<file path="config.mk">
export PLATFORM = sky130hd
export DESIGN_NAME = reg_file_sb
export DESIGN_NICKNAME = d
export VERILOG_FILES = /design/src/rtl/cpu_pkg.sv /design/src/rtl/reg_scoreboard.sv /design/src/rtl/reg_file_sb.sv
export SDC_FILE = /design/constraint.sdc
export NUM_CORES = 2
export LEC_CHECK = 0
export CORE_ASPECT_RATIO = 1.25
export CORE_UTILIZATION = 55
export DETAILED_ROUTE_END_ITERATION = 8
export GPL_ROUTABILITY_DRIVEN = 0
export PLACE_DENSITY = 0.7
export SLEW_MARGIN = 20
export SYNTH_ARGS = -nofsm -noshare
export SYNTH_HDL_FRONTEND = slang
export SYNTH_SLANG_ARGS = --single-unit
export TNS_END_PERCENT = 50
</file>
<file path="constraint.sdc">
create_clock -name clk -period 2.55 [get_ports clk]
set_clock_uncertainty 0.15 [all_clocks]
set_input_delay 0.51 -clock clk [delete_from_list [all_inputs] [get_ports clk]]
set_output_delay 0.51 -clock clk [all_outputs]
set_load 0.01 [all_outputs]
</file>
<file path="src/rtl/cpu_pkg.sv">
// Shared CPU parameters: data width, register address width, register count,
// the x0 address and the register address type.
package cpu_pkg;

    localparam int unsigned XLEN  = 32;
    localparam int unsigned AW    = 5;
    localparam int unsigned NREGS = 2 ** AW;

    typedef logic [AW-1:0] reg_addr_t;

    localparam reg_addr_t REG_ZERO = 5'd0;

endpackage : cpu_pkg

</file>
<file path="src/rtl/reg_scoreboard.sv">
// Pending-write scoreboard for the architectural register file.
// Ports:
//   clk, reset (async active-low)
//   sb_set/sb_addr     : decode marks a destination pending
//   wb_write/wb_addr   : write-back clears the destination's pending bit
//   rd_req/rs1/rs2     : current read request
//   busy_mask          : registered pending vector, bit i = xi pending
//   rd_stall           : comb, request refused because a source is unresolved
module reg_scoreboard
    import cpu_pkg::*;
(
    input  logic             clk,
    input  logic             reset,
    input  logic             sb_set,
    input  logic [AW-1:0]    sb_addr,
    input  logic             wb_write,
    input  logic [AW-1:0]    wb_addr,
    input  logic             rd_req,
    input  logic [AW-1:0]    rs1_addr,
    input  logic [AW-1:0]    rs2_addr,
    output logic [NREGS-1:0] busy_mask,
    output logic             rd_stall
);

    logic [NREGS-1:0] busy_q;
    logic [NREGS-1:0] busy_d;
    logic             rs1_resolved_c;
    logic             rs2_resolved_c;

    // Clear on write-back first so a same-address set from the younger
    // issuing instruction wins.
    always_comb begin
        busy_d = busy_q;
        if (wb_write && (wb_addr != REG_ZERO)) begin
            busy_d[wb_addr] = 1'b0;
        end
        if (sb_set && (sb_addr != REG_ZERO)) begin
            busy_d[sb_addr] = 1'b1;
        end
        busy_d[REG_ZERO] = 1'b0;
    end

    always_ff @(posedge clk or negedge reset) begin
        if (!reset) begin
            busy_q <= '0;
        end else begin
            busy_q <= busy_d;
        end
    end

    // A source is usable if x0, not pending, or arriving on write-back now.
    // Uses pre-edge busy state, so a same-cycle sb_set never stalls its reads.
    assign rs1_resolved_c = (rs1_addr == REG_ZERO) || !busy_q[rs1_addr]
                            || (wb_write && (wb_addr == rs1_addr));
    assign rs2_resolved_c = (rs2_addr == REG_ZERO) || !busy_q[rs2_addr]
                            || (wb_write && (wb_addr == rs2_addr));

    assign rd_stall  = rd_req && !(rs1_resolved_c && rs2_resolved_c);
    assign busy_mask = busy_q;

endmodule : reg_scoreboard

</file>
<file path="src/rtl/reg_file_sb.sv">
// Architectural register file with pending-write scoreboard.
// Ports:
//   clk, reset (async active-low)
//   wb_data/wb_addr/wb_write : write-back feedback bus
//   rd_req/rs1_addr/rs2_addr : decode read request
//   rd_stall (comb), rd_valid/rs1_data/rs2_data (registered, latency 1)
//   sb_set/sb_addr           : mark destination pending at issue
//   busy_mask                : scoreboard state
module reg_file_sb
    import cpu_pkg::*;
(
    input  logic             clk,
    input  logic             reset,
    input  logic [XLEN-1:0]  wb_data,
    input  logic [AW-1:0]    wb_addr,
    input  logic             wb_write,
    input  logic             rd_req,
    input  logic [AW-1:0]    rs1_addr,
    input  logic [AW-1:0]    rs2_addr,
    output logic             rd_stall,
    output logic             rd_valid,
    output logic [XLEN-1:0]  rs1_data,
    output logic [XLEN-1:0]  rs2_data,
    input  logic             sb_set,
    input  logic [AW-1:0]    sb_addr,
    output logic [NREGS-1:0] busy_mask
);

    logic [XLEN-1:0] regs_q [NREGS];
    logic [XLEN-1:0] regs_d [NREGS];
    logic            rd_valid_q, rd_valid_d;
    logic [XLEN-1:0] rs1_data_q, rs1_data_d;
    logic [XLEN-1:0] rs2_data_q, rs2_data_d;
    logic [XLEN-1:0] rs1_val_c, rs2_val_c;
    logic            rd_accept_c;

    reg_scoreboard u_sb (
        .clk       (clk),
        .reset     (reset),
        .sb_set    (sb_set),
        .sb_addr   (sb_addr),
        .wb_write  (wb_write),
        .wb_addr   (wb_addr),
        .rd_req    (rd_req),
        .rs1_addr  (rs1_addr),
        .rs2_addr  (rs2_addr),
        .busy_mask (busy_mask),
        .rd_stall  (rd_stall)
    );

    // Write port; x0 stays zero.
    always_comb begin
        regs_d = regs_q;
        if (wb_write && (wb_addr != REG_ZERO)) begin
            regs_d[wb_addr] = wb_data;
        end
        regs_d[REG_ZERO] = '0;
    end

    // Write-first bypass muxes.
    always_comb begin
        rs1_val_c = regs_q[rs1_addr];
        rs2_val_c = regs_q[rs2_addr];
        if (wb_write && (wb_addr == rs1_addr)) begin
            rs1_val_c = wb_data;
        end
        if (wb_write && (wb_addr == rs2_addr)) begin
            rs2_val_c = wb_data;
        end
        if (rs1_addr == REG_ZERO) begin
            rs1_val_c = '0;
        end
        if (rs2_addr == REG_ZERO) begin
            rs2_val_c = '0;
        end
    end

    // Read output registers: data holds when nothing is accepted.
    assign rd_accept_c = rd_req && !rd_stall;

    always_comb begin
        rd_valid_d = rd_accept_c;
        rs1_data_d = rs1_data_q;
        rs2_data_d = rs2_data_q;
        if (rd_accept_c) begin
            rs1_data_d = rs1_val_c;
            rs2_data_d = rs2_val_c;
        end
    end

    always_ff @(posedge clk or negedge reset) begin
        if (!reset) begin
            for (int i = 0; i < int'(NREGS); i++) begin
                regs_q[i] <= '0;
            end
            rd_valid_q <= 1'b0;
            rs1_data_q <= '0;
            rs2_data_q <= '0;
        end else begin
            regs_q     <= regs_d;
            rd_valid_q <= rd_valid_d;
            rs1_data_q <= rs1_data_d;
            rs2_data_q <= rs2_data_d;
        end
    end

    assign rd_valid = rd_valid_q;
    assign rs1_data = rs1_data_q;
    assign rs2_data = rs2_data_q;

endmodule : reg_file_sb

</file>
==> out/results.tsv <==
metric	value	unit
layout_min_cycle_time	3.14	ns
combPwrFrac	23.8	%
tritoncts	built	
die_x	294	um
status	finished, violations left	
violations	negative setup slack	
fillCellCount	7536	
routed_via_density	6.84	
dr.pass1.iters	5	
ys_seq_area_share	46.4	%
setup-tns-final	-2.13	ns
yosysTopAreaCellShare	46.4	%
leakage	30.9	nW
fp-row-count	133	
rsz0062_at_grt	yes	
multiInputGateArea	29600	um2
dpl.hpwl	125	mm
synth-edff-count	0	
p_per_area	782	nW/um2
drc	0	
critPathMaxFanout	2	
synth_cells	4050	
setup_violations	38	
critical_path_class	flop to output pin	
worst_path_max_delay_cell	mux4_2	
syn2layout_area_growth	20.0	%
synth_flop_cell	dfrtp_1	
fin_hold_ws	0.144	ns
p_switching	15.1	mW
ys_warn_count	0	
clkLatencyLatePin	0.73	ns
maxCapViolCount	0	
synth.area.top_cells	dfrtp_1 46%, mux2_2 21%, mux4_2 16%	
ant_nets	0	
cts_buffers	113	
slew_headroom	47.2	%
irDropWorstVdd	0.714	mV
hold_viol	0	
synthMostInstantiatedCell	mux2_2	
antenna_found_initial	0	
swShare	27.4	%
route.vias.total	40868	
wl_per_cell	32.0	um
ys_ff_latch	1088	
worst-endpoint-required	1.89	ns
regArea	27200	um2
grt_max_degree	124	
critPathLaunchType	flop	
grt_pass1_wl	284	mm
total_power	55.1	mW
drtIter0Drc	4030	
layout_setup_ws	-0.589	ns
io_buffers	153	
cts_max_level	3	
p_seq_share	43.0	%
synth_cell_types	68	
fmax	319	MHz
worst-path-buf-inv	1	
cp_slowest_stage_delay	0.48	ns
fin_crit_sh	123	%
overflow	0	
worstMarginPinSlew	0.792	ns
synth_nets	4107	
synth_area_per_cell	14.5	um2
final_max_slew_viol_count	0	
cts.sinks	1088	
worstPathCellList	mux4_2, a2111o_1, o2111ai_2, o21ai_2, and2_1, buf_2	
start_util	55.6	%
io_pins	155	
core-area	106000	um2
synth_area	58600	um2
internal-power	40.0	mW
clkTransAtPathRegs	0.06	ns
async_reset_ff_share	100	%
fp.dieH	367	um
design.die.area	108000	um2
routed_wirelength	191	mm
setup.worst_path.end_class	output pin	
synth_common_cells	1,103 x mux2_2, 1,088 x dfrtp_1, 412 x mux4_2, 207 x clkbuf_1, 191 x mux2i_1	
crit_arrival	2.48	ns
final_util	66.7	%
synth_top_area_cell	dfrtp_1	
grt.total_usage	35.8	%
drive_above_1_share	52.7	%
hp-class	input port to asynchronous set/reset pin	
cts_root_buffer	clkbuf_16	
p_clk_share	33.3	%
crit_family	compound AO/OA/AOI/OAI gates	
max-clock-path-buffers	3	
grt_pass1_vias	42805	
final_nets	4517	
-- logic make-up after synthesis --
family / after synthesis / synth area share, %
mux: 1765 / 41.8
xor+xnor: 10 / 0.149
other cells: 1 / 0.00639
simple gates: 293 / 2.58
compound gates: 461 / 5.36
flops: 1088 / 46.4
buf+inv: 432 / 3.67
-- per-layer routing --
metal	GRT usage [%]	share of wire (%)	vias to the layer above
met5	0	0	-
met4	19.3	5.9	0
met3	6.04	7.6	612
met2	58.0	49	2023
met1	46.2	38	21787
li1	-	-	16446
-- sequential cells by signal, summed over array words and instances (netlist names) --
| name | count |
|---|---|
| rd_valid | 1 |
| regs_q | 992 |
| rs1_data | 32 |
| rs2_data | 32 |
| u_sb.busy_mask | 31 |
-- worst paths after layout --
path	slack (ns)	startpoint	cells after the start	endpoint
setup / recovery	-0.59	u_sb.busy_mask[30]	6	rd_stall
hold / removal	0.14	reset	2	regs_q[119]
setup reg to reg	-0.08	u_sb.busy_mask[30]	8	rs1_data[27]
hold reg to reg	0.34	rs2_data[20]	1	rs2_data[20]
max in group asynchronous	1.04	reset	3	regs_q[710]
min in group clk	0.34	rs2_data[20]	1	rs2_data[20]
-- timing repair --
action	in CTS	in global routing
hold endpoints to repair	385	0
gates resized for setup	24	18
cloned	0	3
endpoints found under the setup margin	50	65
hold buffers	1	0
setup buffers	4	6
pin swaps	4	3
-- stage by stage --
stage	cells	setup WS, ns	cell area, um2
detailed placement	5751	-0.909	66000
floorplan	4050	-0.0199	59000
global placement	5751	-0.907	66000
CTS	5967	-0.595	70200
finish	5974	-0.589	70400
global route	5973	-0.624	70400
-- layout make-up --
class,count,area share [%]
Tap cell,1417,2.52
Sequential cell,1088,38.7
Multi-Input combinational cell,2530,42.0
Timing Repair Buffer,722,10.9
Clock buffer,160,4.74
Antenna cell,1,0.00356
Inverter,5,0.0284
Clock inverter,51,1.12
-- power groups by stage --
stage | logic, mW | registers (mW) | clock network [mW]
3_5_place_dp | 12.8 | 23.8 | 0
2_1_floorplan | 8.34 | 23.1 | 0
3_3_place_gp | 12.6 | 23.6 | 0
5_1_grt | 13.8 | 24.1 | 19.2
4_1_cts | 13.0 | 23.5 | 18.5
6_report | 13.1 | 23.7 | 18.3
-- cell usage in the layout, fill, tap and decap left out, types with 9 or more instances in the layout --
cell type        instances
nand3_1                 17
buf_12                 145
mux2i_1                191
mux4_2                 420
clkbuf_1                16
nor2_4                  16
and3_1                  11
a2111oi_0               18
a21oi_2                 10
nand2_1                 62
nand2b_1                13
clkbuf_8                29
a21oi_1                 75
a22o_1                  31
nor2_1                  55
dfrtp_1               1082
o22ai_1                 33
clkbuf_16              117
o21ai_1                 21
o21ai_0                 83
clkinv_2                25
clkdlybuf4s50_1        139
nand3b_1                22
a211oi_1                15
a22oi_1                 33
a221oi_1                22
o221ai_1                45
o2bb2ai_1               13
buf_4                  423
nand2_2                 15
a21o_1                   9
mux2_1                  13
mux2_2                1103
and2_1                  21
a31oi_1                 20
mux2_4                  33
bufinv_16               19
nor2b_1                 12
Power figures use the tool's default switching activity.
